### config.mk
export PLATFORM = sky130hd
export DESIGN_NAME = bullet_pool_ctrl
export DESIGN_NICKNAME = d
export VERILOG_FILES = /design/src/rtl/game_pkg.sv /design/src/rtl/bullet_slot.sv /design/src/rtl/bullet_pool_ctrl.sv
export SDC_FILE = /design/constraint.sdc
export NUM_CORES = 1
export LEC_CHECK = 0
export BUFFER_PORTS_ARGS = -buffer_cell sky130_fd_sc_hd__buf_4
export CORE_MARGIN = 10
export CORE_UTILIZATION = 50
export DETAILED_ROUTE_END_ITERATION = 10
export PLACE_DENSITY = 0.76
export SETUP_SLACK_MARGIN = 0.5
export SYNTH_ARGS = -nofsm -noshare
export SYNTH_HDL_FRONTEND = slang
export SYNTH_SLANG_ARGS = --single-unit
### constraint.sdc
create_clock -name i_clk -period 2.6 [get_ports i_clk]
set_input_delay 0.13 -clock i_clk [delete_from_list [all_inputs] [get_ports i_clk]]
set_output_delay 0.13 -clock i_clk [all_outputs]
set_load 0.01 [all_outputs]
### src/rtl/game_pkg.sv
// Shared playfield constants and coordinate types for the game datapath blocks.
// Screen-space coordinates are 12-bit unsigned throughout.
package game_pkg;

  localparam int COORD_W  = 12;
  localparam int D_WIDTH  = 640;
  localparam int D_HEIGHT = 480;

  typedef logic [COORD_W-1:0] coord_t;

  typedef enum logic {
    LAUNCH_READY,
    LAUNCH_COOLING
  } launch_state_e;

endpackage

### src/rtl/bullet_slot.sv
// One bullet slot: IDLE/FLYING flag plus centre position. Moves up by SPEED per
// frame tick and retires at the top edge or on a collision hit.
module bullet_slot
  import game_pkg::*;
#(
  parameter int B_SIZE = 4,
  parameter int SPEED  = 2
) (
  input  logic   i_clk,
  input  logic   i_rst,
  input  logic   i_tick,
  input  logic   i_spawn,
  input  coord_t i_spawn_x,
  input  coord_t i_spawn_y,
  input  logic   i_hit,
  output logic   o_active,
  output coord_t o_bx,
  output coord_t o_by
);

  localparam coord_t RETIRE_Y = coord_t'(B_SIZE + SPEED);
  localparam coord_t STEP     = coord_t'(SPEED);

  logic   active_q, active_d;
  coord_t bx_q, bx_d;
  coord_t by_q, by_d;

  always_comb begin
    // NOTE: every output of this block is defaulted before any branch, so no
    // path leaves a variable unassigned and no latch is inferred.
    active_d = active_q;
    bx_d     = bx_q;
    by_d     = by_q;

    if (i_spawn) begin
      active_d = 1'b1;
      bx_d     = i_spawn_x;
      by_d     = i_spawn_y;
    end else if (active_q) begin
      if (i_hit) begin
        active_d = 1'b0;
      end else if (i_tick) begin
        // Test against the pre-move position so the subtraction never wraps.
        if (by_q <= RETIRE_Y) begin
          active_d = 1'b0;
        end else begin
          by_d = by_q - STEP;
        end
      end
    end
  end

  always_ff @(posedge i_clk) begin
    // NOTE: state registers use non-blocking assignment so every flop samples
    // the pre-edge values regardless of statement order.
    if (i_rst) begin
      active_q <= 1'b0;
      bx_q     <= '0;
      by_q     <= '0;
    end else begin
      active_q <= active_d;
      bx_q     <= bx_d;
      by_q     <= by_d;
    end
  end

  assign o_active = active_q;
  assign o_bx     = bx_q;
  assign o_by     = by_q;

endmodule

### src/rtl/bullet_pool_ctrl.sv
// Player bullet scheduler: allocates the lowest free slot on a frame tick when
// fire is requested, rate-limited by a frame-counted cooldown.
module bullet_pool_ctrl
  import game_pkg::*;
#(
  parameter int N_SLOTS  = 4,
  parameter int B_SIZE   = 4,
  parameter int SPEED    = 2,
  parameter int COOLDOWN = 16,
  parameter int SHIP_H   = 80
) (
  input  logic                       i_clk,
  input  logic                       i_rst,
  input  logic                       i_ani_stb,
  input  logic                       i_animate,
  input  logic                       i_fire,
  input  logic [COORD_W-1:0]         i_ship_x,
  input  logic [COORD_W-1:0]         i_ship_y,
  input  logic [N_SLOTS-1:0]         i_hit,
  output logic [N_SLOTS-1:0]         o_active,
  output logic [COORD_W*N_SLOTS-1:0] o_bx,
  output logic [COORD_W*N_SLOTS-1:0] o_by,
  output logic                       o_fire_ack,
  output logic                       o_cooling
);

  localparam int            CD_W        = (COOLDOWN > 1) ? $clog2(COOLDOWN) : 1;
  localparam logic [CD_W-1:0] CD_RELOAD = CD_W'(COOLDOWN - 1);
  localparam coord_t        MIN_SPAWN_Y = coord_t'(SHIP_H + 2 * B_SIZE + 1);
  localparam coord_t        SPAWN_OFS   = coord_t'(SHIP_H + B_SIZE);

  logic               tick;
  logic [N_SLOTS-1:0] grant;
  logic               any_idle;
  logic               spawn;
  logic [N_SLOTS-1:0] spawn_vec;
  coord_t             spawn_y;

  launch_state_e   state_q, state_d;
  logic [CD_W-1:0] cd_q, cd_d;
  logic            ack_q, ack_d;
  logic            cooling_q, cooling_d;

  assign tick = i_animate & i_ani_stb;

  // Lowest-index slot that is IDLE before this edge; a slot retiring on the
  // same tick still reads active here and is therefore not eligible.
  always_comb begin
    grant    = '0;
    any_idle = 1'b0;
    for (int i = 0; i < N_SLOTS; i++) begin
      if (!o_active[i] && !any_idle) begin
        grant[i] = 1'b1;
        any_idle = 1'b1;
      end
    end
  end

  assign spawn     = tick && i_fire && (state_q == LAUNCH_READY) && any_idle &&
                     (i_ship_y >= MIN_SPAWN_Y);
  assign spawn_vec = spawn ? grant : '0;
  assign spawn_y   = i_ship_y - SPAWN_OFS;

  always_comb begin
    state_d   = state_q;
    cd_d      = cd_q;
    ack_d     = spawn;
    unique case (state_q)
      LAUNCH_READY: begin
        if (spawn) begin
          cd_d = CD_RELOAD;
          if (CD_RELOAD != '0) state_d = LAUNCH_COOLING;
        end
      end
      LAUNCH_COOLING: begin
        if (tick) begin
          cd_d = cd_q - CD_W'(1);
          if (cd_q == CD_W'(1)) state_d = LAUNCH_READY;
        end
      end
      default: state_d = LAUNCH_READY;
    endcase
    cooling_d = (state_d == LAUNCH_COOLING);
  end

  always_ff @(posedge i_clk) begin
    if (i_rst) begin
      state_q   <= LAUNCH_READY;
      cd_q      <= '0;
      ack_q     <= 1'b0;
      cooling_q <= 1'b0;
    end else begin
      state_q   <= state_d;
      cd_q      <= cd_d;
      ack_q     <= ack_d;
      cooling_q <= cooling_d;
    end
  end

  assign o_fire_ack = ack_q;
  assign o_cooling  = cooling_q;

  for (genvar k = 0; k < N_SLOTS; k++) begin : g_slot
    bullet_slot #(
      .B_SIZE (B_SIZE),
      .SPEED  (SPEED)
    ) u_slot (
      .i_clk     (i_clk),
      .i_rst     (i_rst),
      .i_tick    (tick),
      .i_spawn   (spawn_vec[k]),
      .i_spawn_x (i_ship_x),
      .i_spawn_y (spawn_y),
      .i_hit     (i_hit[k]),
      .o_active  (o_active[k]),
      .o_bx      (o_bx[COORD_W*k +: COORD_W]),
      .o_by      (o_by[COORD_W*k +: COORD_W])
    );
  end

endmodule
# After elaboration in Yosys (flattened, before gate mapping)

Index checks and enable logic that the tools add are counted.

Bits of input ports: 33
Flip-flop bits (word level): 106

$add $sub $neg: 6
Order comparisons: 5
Eq/ne operators: 11
Bitwise operators: 2
Reduce and logical (&&, ||, !) cells: 25
Mux-type cells: 55

Operator list:

| kind                  | count |
|---|---|
| $mux 12               | 20 |
| $le 12x3->1 const B   | 4 |
| $sub 12x2->12 const B | 4 |
| $mux 1                | 30 |
| $reduce_and 4->1      | 4 |
| $reduce_bool 2->1     | 8 |
| $ge 12x7->1 const B   | 1 |
| $mux 4                | 3 |
| $ne 2x2->1 const B    | 6 |
| $sub 12x7->12 const B | 1 |
| $ne 2x1->1 const B    | 4 |
| $pmux 4 s2            | 1 |
| $logic_and 1x1->1     | 7 |
| $logic_not 1->1       | 5 |
| $eq 4x1->1 const B    | 1 |
| $sub 4x1->4 const B   | 1 |
| $pmux 1 s2            | 1 |
| $reduce_and 2->1      | 1 |
| $and 1x1->1           | 1 |
| $not 1->1             | 1 |

# Longest topological paths before layout

Gate-level depths: netlist of run 1.

Depth after elaboration: 14
Gate-level depth with buffers: 10

# Modules after synthesis

From an unflattened synthesis of run 1, not the netlist that was laid out.

Cells, all modules: 592
Area, all modules: 5435.2 sq um

By module, submodules not included:

| module           | instances | area an instance (sq um) | cells each |
|---|---|---|---|
| bullet_slot      | 4         | 1218.7                   | 131 |
| bullet_pool_ctrl | 1         | 560.5                    | 68 |

# Least setup slack after synthesis of run 1

OpenSTA, ideal clock, no wires.

Path type: flip-flop to flip-flop
Start: register g_slot[0].u_slot.by_q[4]
End: register g_slot[0].u_slot.by_q[10]
Path slack: 692 ps
Buffers on the path: 0
Cell stages (with the launch flop): 6
Arrival: 1775 ps
Clock period less this slack: 1908 ps
Data required time: 2468 ps
Cells stage by stage: dfxtp_1 -> or4_4 -> or4_1 -> and3_1 -> nor2_1 -> a31oi_1

Word-level cells in the longest chain between the ends: 6
Elaborated cells between the ends (all ways): 9
Classes of those cells: 1 x add/sub; 1 x order compare; 1 x eq/ne; 5 x mux; 1 x reduce/logical

Ends and longest elaborated chain:

| element                | line              | RTL |
|---|---|---|
| start, declared        | bullet_slot.sv:26 | `coord_t by_q, by_d;` |
| start signal, assigned | bullet_slot.sv:63 | `by_q <= by_d;` |
| $sub 12x2->12          | bullet_slot.sv:47 | `by_d = by_q - STEP;` |
| $mux 12                | bullet_slot.sv:44 | `if (by_q <= RETIRE_Y) begin` |
| $mux 12                | bullet_slot.sv:42 | `end else if (i_tick) begin` |
| $mux 12                | bullet_slot.sv:40 | `if (i_hit) begin` |
| $mux 12                | bullet_slot.sv:39 | `end else if (active_q) begin` |
| $mux 12                | bullet_slot.sv:35 | `if (i_spawn) begin` |

Several ways; a longest one is shown, not always the timed one. The select of a mux whose other input is x is not followed.
A chain may end at the register's enable or synchronous reset.

# Worst setup path after layout of run 1

Start: register g_slot[2].u_slot.active_q
End: register g_slot[2].u_slot.by_q[7]

Word-level cells in the longest chain between the ends: 11
Elaborated cells between the ends (all ways): 16
Classes of those cells: 2 x eq/ne; 5 x mux; 9 x reduce/logical

Ends and longest elaborated chain:

| element                                            | line                   | RTL |
|---|---|---|
| start, declared                                    | bullet_slot.sv:24      | `logic active_q, active_d;` |
| start signal, assigned                             | bullet_slot.sv:61      | `active_q <= active_d;` |
| $logic_not 1->1                                    | bullet_pool_ctrl.sv:52 | `if (!o_active[i] && !any_idle) begin` |
| $logic_and 1x1->1                                  | bullet_pool_ctrl.sv:52 |  |
| $mux 1                                             | bullet_pool_ctrl.sv:52 |  |
| $logic_not 1->1                                    | bullet_pool_ctrl.sv:52 |  |
| $logic_and 1x1->1                                  | bullet_pool_ctrl.sv:52 |  |
| $mux 1                                             | bullet_pool_ctrl.sv:52 |  |
| $logic_and 1x1->1 (2 in series)                    | bullet_pool_ctrl.sv:59 | `assign spawn = tick && i_fire && (state_q == LAUNCH_READY) && any_idle &&` |
| $mux 4                                             | bullet_pool_ctrl.sv:61 | `assign spawn_vec = spawn ? grant : '0;` |
| $ne 2x2->1 (no line), or another cell as far along | n/a                    |  |
| $reduce_and 4->1 (no line)                         | n/a                    |  |
| end signal, assigned                               | bullet_slot.sv:63      |  |
| end, declared                                      | bullet_slot.sv:26      |  |

Several ways; a longest one is shown, not always the timed one.

==> flow_summary.toml, run 1 <==
[outcome]
outcome = "completed"

[cts]
tritoncts = "yes"
clockBufferDepth = 2
holdBufCountCts = 0
clkSlewWorstSetupHoldPaths_ns = 0.10
cts_made_buffers = 9
cts_root_buffer = "clkbuf_8"
clkSinkCount = 106
clk_latency_ns = 0.37
htreeDepth = 3

[final_layout]
regArea_mm2 = 0.00212
finalInstanceArea_mm2 = 0.00652
antenna_cells = 0
syn2layout_area_growth_pct = 26.6
multi_input_area_mm2 = 0.00281
fillers = 879
finish.utilization_pct = 65.8
drive_above_1_share_pct = 25.2
nets = 802

[routing]
routed_wl_um = 16700
viasPerCell = 5.87
vias = 5271
drc_errors = 0
detail_route.iter0.violations = 492
post_drt_wl_per_cell_um = 18.6
drt_first_pass_iters = 5
ant_nets = 0

[pwr]
vdd_drop_max_uv = 324
pwr_density_cell_mw_per_mm2 = 480
power_mw = 3.13
p_leak_nw = 2.53

[sta]
setup_violations = 0
fin_setup_tns_ns = 0
period_minus_slack_ns = 2.02
drv_slew = 0
skew_ns = 0.0102
rsz0062_at_grt = "false"
post-route-period-util_pct = 77.6
tightest_slew_ns = 0.718
slew_headroom_pct = 51.8
fmax_mhz = 496
final_hold_viol_count = 0

[global_route]
overflow = 0
grt_start_max_net_pins = 63
grt_antenna_before_repair = 0
grt_first_pass_wirelength_um = 26400
grtUsageTotal_pct = 22.0
grt_pass1_vias = 5040

[worst_setup_path]
crit_required_ns = 2.90
crit_chain = "and4b_2 -> nand3b_1 -> or3_1 -> or4_1 -> a31oi_1"
endpoint_kind = "flip-flop"
critPathSlowestCell = "dfxtp_1"
worstSetupPathType = "flip-flop to flip-flop"
arrival_ns = 2.32
max_stage_delay_ns = 0.52
cp-start-kind = "flip-flop"
cp_max_fo = 7

[yosys]
synth_fa_ha_area_share_pct = 2.19
synth_top_family_by_area = "simple AND/OR/NAND/NOR gates"
synth-seq-cells = 106
yosysUniqueCellTypes = 60
syn_area_mm2 = 0.00515
postSynthAreaPerCell_um2 = 8.06
netlist.area_leader.share_pct = 41.2
synthArstFlopShare_pct = 0
synth-compound-area-share_pct = 22.4
yosys-top-cells-count = "137 x nand2_1, 106 x dfxtp_1, 79 x a21oi_1"
synth_cells = 639
yosys_warnings = 0
synthXorXnorAreaFrac_pct = 2.89
synth_top_cell_by_area = "dfxtp_1"
synth_area_leaders = "dfxtp_1 41%, nand2_1 10%, a21oi_1 7.7%"
yosysMostFrequentCell = "nand2_1"
synth-edff-count = 0
yosysSeqAreaShare_pct = 41.2
synthSimpleGateAreaFrac_pct = 25.3
synth_mux_area_share_pct = 0.850
syn-num-nets = 681
synthFlopType = "dfxtp_1"

[job]
maxCapViolations = 0

[die]
std_cell_rows = 36
io_pins = 135
coreArea_mm2 = 0.00991
fp.dieW_um = 122
die_h_um = 122
die_area_mm2 = 0.0148
start_util_pct = 52.0

[placement]
port_buffers = 134
place.gp.congestion = 0.913
placed_area_mm2 = 0.00620
hpwl_um = 12100

[hold_path]
worstHoldPathType = "input port to flip-flop"
[per-layer routing]
layer	up-vias	wire [um]	GRT usage, %	share of wire, %
li1	2521	-	-	-
met3	30	2060	9.07	12
met1	2479	6860	27.1	41
met5	-	0	0	0
met2	241	7430	33.6	44
met4	0	376	7.90	2.2
[where the power goes]
group	internal [mW]	total (mW)	switching (mW)
Clock	0.575	1.14	0.566
Combinational	0.123	0.318	0.195
Sequential	1.65	1.67	0.0266
Total	2.35	3.13	0.787
[layout make-up]
| class | count | share of cell area, % |
|---|---|---|
| Timing Repair Buffer | 150 | 17.3 |
| Clock buffer | 11 | 2.17 |
| Multi-Input combinational cell | 475 | 43.1 |
| Inverter | 18 | 1.04 |
| Clock inverter | 5 | 1.30 |
| Sequential cell | 106 | 32.6 |
| Tap cell | 133 | 2.55 |
[layout by cell type, fill, tap and decap left out, drive strengths merged, types with 14 or more instances in the layout]
| cell | synthesis | routed |
|---|---|---|
| buf | 26 | 150 |
| nand2 | 137 | 137 |
| dfxtp | 106 | 106 |
| a21oi | 81 | 81 |
| nor3 | 25 | 25 |
| nand3 | 23 | 23 |
| nor2 | 22 | 22 |
| inv | 18 | 19 |
| a31oi | 19 | 19 |
| o21ai | 14 | 14 |
[worst max-delay path: cells and delay by family, from the launching register on]
kind	cells	cell delay, ns
and+or+nand+nor	4	1.28
AOI/OAI and AO/OA	1	0.16
DFF	1	0.52
[per-stage QoR]
step / std cells / worst slack [ns] / hold WS [ns]
2_1_floorplan: 639 / 0.692 / 0.266
3_3_place_gp: 876 / 0.318 / 0.408
3_5_place_dp: 876 / 0.221 / 0.411
4_1_cts: 892 / 0.505 / 0.00898
5_1_grt: 898 / 0.511 / 0.0240
6_report: 898 / 0.583 / 0.0220
[repair_timing]
action,in CTS,in global routing
endpoints found under the setup margin,26,61
gates resized for setup,3,12
setup buffers,0,6
pin swaps,0,2
endpoints found under the hold margin,0,0
[cell families (layout without fill, tap and decap cells)]
logic type      Yosys count  count (layout)
fa+ha+maj                 9               9
mux                       4               4
simple gates            267             267
compound gates          178             178
flops                   106             106
buf+inv                  58             184
xor+xnor                 17              17
[final timing paths]
path | startpoint | to | cells past startpoint | slack (ns)
setup / recovery | g_slot[2].u_slot.o_active | g_slot[2].u_slot.o_by[7] | 5 | 0.58
hold / removal | i_ship_x[3] | g_slot[0].u_slot.o_bx[3] | 3 | 0.02
setup reg to reg | g_slot[2].u_slot.o_active | g_slot[2].u_slot.o_by[7] | 5 | 0.58
hold reg to reg | g_slot[0].u_slot.o_bx[11] | g_slot[0].u_slot.o_bx[11] | 2 | 0.46
[state kept, by name, indices dropped and copies added (netlist names)]
name and cells:
o_fire_ack 1, g_slot.u_slot.o_bx 48, g_slot.u_slot.o_by 48, o_cooling 1, cd_q 4, g_slot.u_slot.o_active 4
No activity file was read; power rests on OpenSTA's default activity.
==> run 2: changes to the inputs <==
==> constraint.sdc (replaced) <==
create_clock -name i_clk -period 2.05 [get_ports i_clk]
set_input_delay 0.1025 -clock i_clk [delete_from_list [all_inputs] [get_ports i_clk]]
set_output_delay 0.1025 -clock i_clk [all_outputs]
set_load 0.01 [all_outputs]
==> run 2 against run 1 <==
Against the previous run: the flow now finishes with violations (setup timing); critical path depth did not move; sequential share of layout area fell by 7.8 points; maximum frequency fell by 10%; largest power group unchanged; highest routed layer unchanged.
==> flow_summary.toml, run 2 (synthesis gave the netlist of run 1 again) <==
[global_route]
overflow = 0
grt_antenna_before_repair = 1
grt_pass1_vias = 6299
grt_start_max_net_pins = 67
grtUsageTotal_pct = 28.8
grt_first_pass_wirelength_um = 34200

[pwr]
p_sw_share_pct = 32.3
p_comb_share_pct = 17.4
internal_power_mw = 2.84
p_leak_nw = 3.44
power_switching_mw = 1.35
p_clk_share_pct = 32.1
power_frac_seq_pct = 50.5
vdd_drop_max_uv = 462
power_mw = 4.19
pwr_density_cell_mw_per_mm2 = 472

[sta]
skew_ns = 0.0165
setup_violations = 6
worst_hold_slack_ns = 0.0308
drv_slew = 0
fin_ws_ns = -0.196
period_minus_slack_ns = 2.25
rsz0062_at_grt = "true"
fmax_mhz = 445
post-route-period-util_pct = 110
final_hold_viol_count = 0
tightest_slew_ns = 1.08
slew_headroom_pct = 27.2

[die]
die_h_um = 122
start_util_pct = 52.0
io_pins = 135
die_area_mm2 = 0.0148
fp.dieW_um = 122
coreArea_mm2 = 0.00991
std_cell_rows = 36

[worst_setup_path]
worstSetupPathType = "flip-flop to flip-flop"
crit_chain = "nand4b_1 -> a31oi_2 -> nand2_1 -> or4_1 -> a31oi_1"
arrival_ns = 2.53
cp-start-kind = "flip-flop"
cp_max_fo = 10
endpoint_kind = "flip-flop"
max_stage_delay_ns = 0.57
crit_required_ns = 2.33
critPathSlowestCell = "or4_1"

[cts]
clockBufferDepth = 2
clkSlewWorstSetupHoldPaths_ns = 0.12
clkSinkCount = 106
clk_latency_ns = 0.40
htreeDepth = 3
cts_made_buffers = 9
cts_root_buffer = "clkbuf_8"
tritoncts = "yes"

[final_layout]
final_cell_mix = "170 x buf_4, 74 x dfxtp_1, 59 x nand2_1, 59 x a21oi_2, 41 x nand2_2"
antenna_cells = 0
final_common_cell = "buf_4"
drive_above_1_share_pct = 59.0
syn2layout_area_growth_pct = 72.2
nets = 897

[routing]
viasPerCell = 7.19
post_drt_wl_per_cell_um = 29.2
routed_wl_um = 29000
vias = 7137
ant_nets = 0
drc_errors = 0
drt_first_pass_iters = 7
detail_route.iter0.violations = 1132

[placement]
place.gp.congestion = 0.919
port_buffers = 134
hpwl_um = 12600

[hold_path]
worstHoldPathType = "input port to flip-flop"

[job]
maxCapViolations = 0

[outcome]
outcome = "complete, but fails checks"
violations = "setup timing"
==> run 2: metal layers <==
metal / part of all wire (%) / track usage [%] / wire [um] / vias up
met5: 0 / 0 / 0 / -
li1: - / - / - / 2751
met1: 32 / 32.3 / 9150 / 3299
met2: 45 / 47.4 / 13000 / 764
met3: 14 / 9.49 / 4110 / 323
met4: 9.5 / 16.1 / 2740 / 0
==> run 2: critical path, delay by kind of cell (launching register included) <==
kind               cells  cell delay [ns]
and+or+nand+nor        3             1.06
AOI/OAI and AO/OA      2             0.59
DFF                    1             0.48
==> run 2: final timing paths <==
path	from	to	slack [ns]	depth (start not counted)
worst min register to register	g_slot[0].u_slot.o_bx[6]	g_slot[0].u_slot.o_bx[6]	0.48	2
worst max-delay path	g_slot[1].u_slot.o_active	g_slot[1].u_slot.o_by[8]	-0.20	5
worst min-delay path	i_hit[3]	g_slot[3].u_slot.o_active	0.03	3
worst max register to register	g_slot[1].u_slot.o_active	g_slot[1].u_slot.o_by[8]	-0.20	5
==> run 2: area by class of cell <==
cell class,count,area [um2]
clock buffers,10,128
flip-flops and latches,106,2200
multi-input cells,482,4020
fillers,372,1040
clock inverters,6,57.6
inverters,18,67.6
well taps,133,166
repair buffers,238,2230
==> run 2: power by group through the flow <==
stage,Sequential [mW],Combinational [mW],Clock (mW)
floorplan,2.16,0.216,0
global placement,2.16,0.424,0
detailed placement,2.16,0.432,0
CTS,2.11,0.590,1.26
global route,2.12,0.745,1.41
finish,2.11,0.728,1.35
==> run 2: timing repair <==
| action | in CTS | in global routing |
|---|---|---|
| gates cloned | 14 | 3 |
| gates resized for setup | 184 | 133 |
| endpoints found under the hold margin | 22 | 1 |
| pin swaps | 101 | 73 |
| endpoints found under the setup margin | 106 | 106 |
| setup buffers | 39 | 11 |
| hold buffers | 12 | 1 |
==> run 2: per-stage QoR <==
step	area, um2	TNS, ns	util, %	std cells	worst slack (ns)
final	8870	-0.424	89.5	993	-0.196
after global routing	8870	-0.636	89.5	993	-0.149
after CTS	8190	0	82.7	978	0.177
after detailed placement	6630	-0.0255	66.9	897	-0.0147
after global placement	6630	0	66.9	897	0.0369
after floorplan	5500	0	-	639	0.192
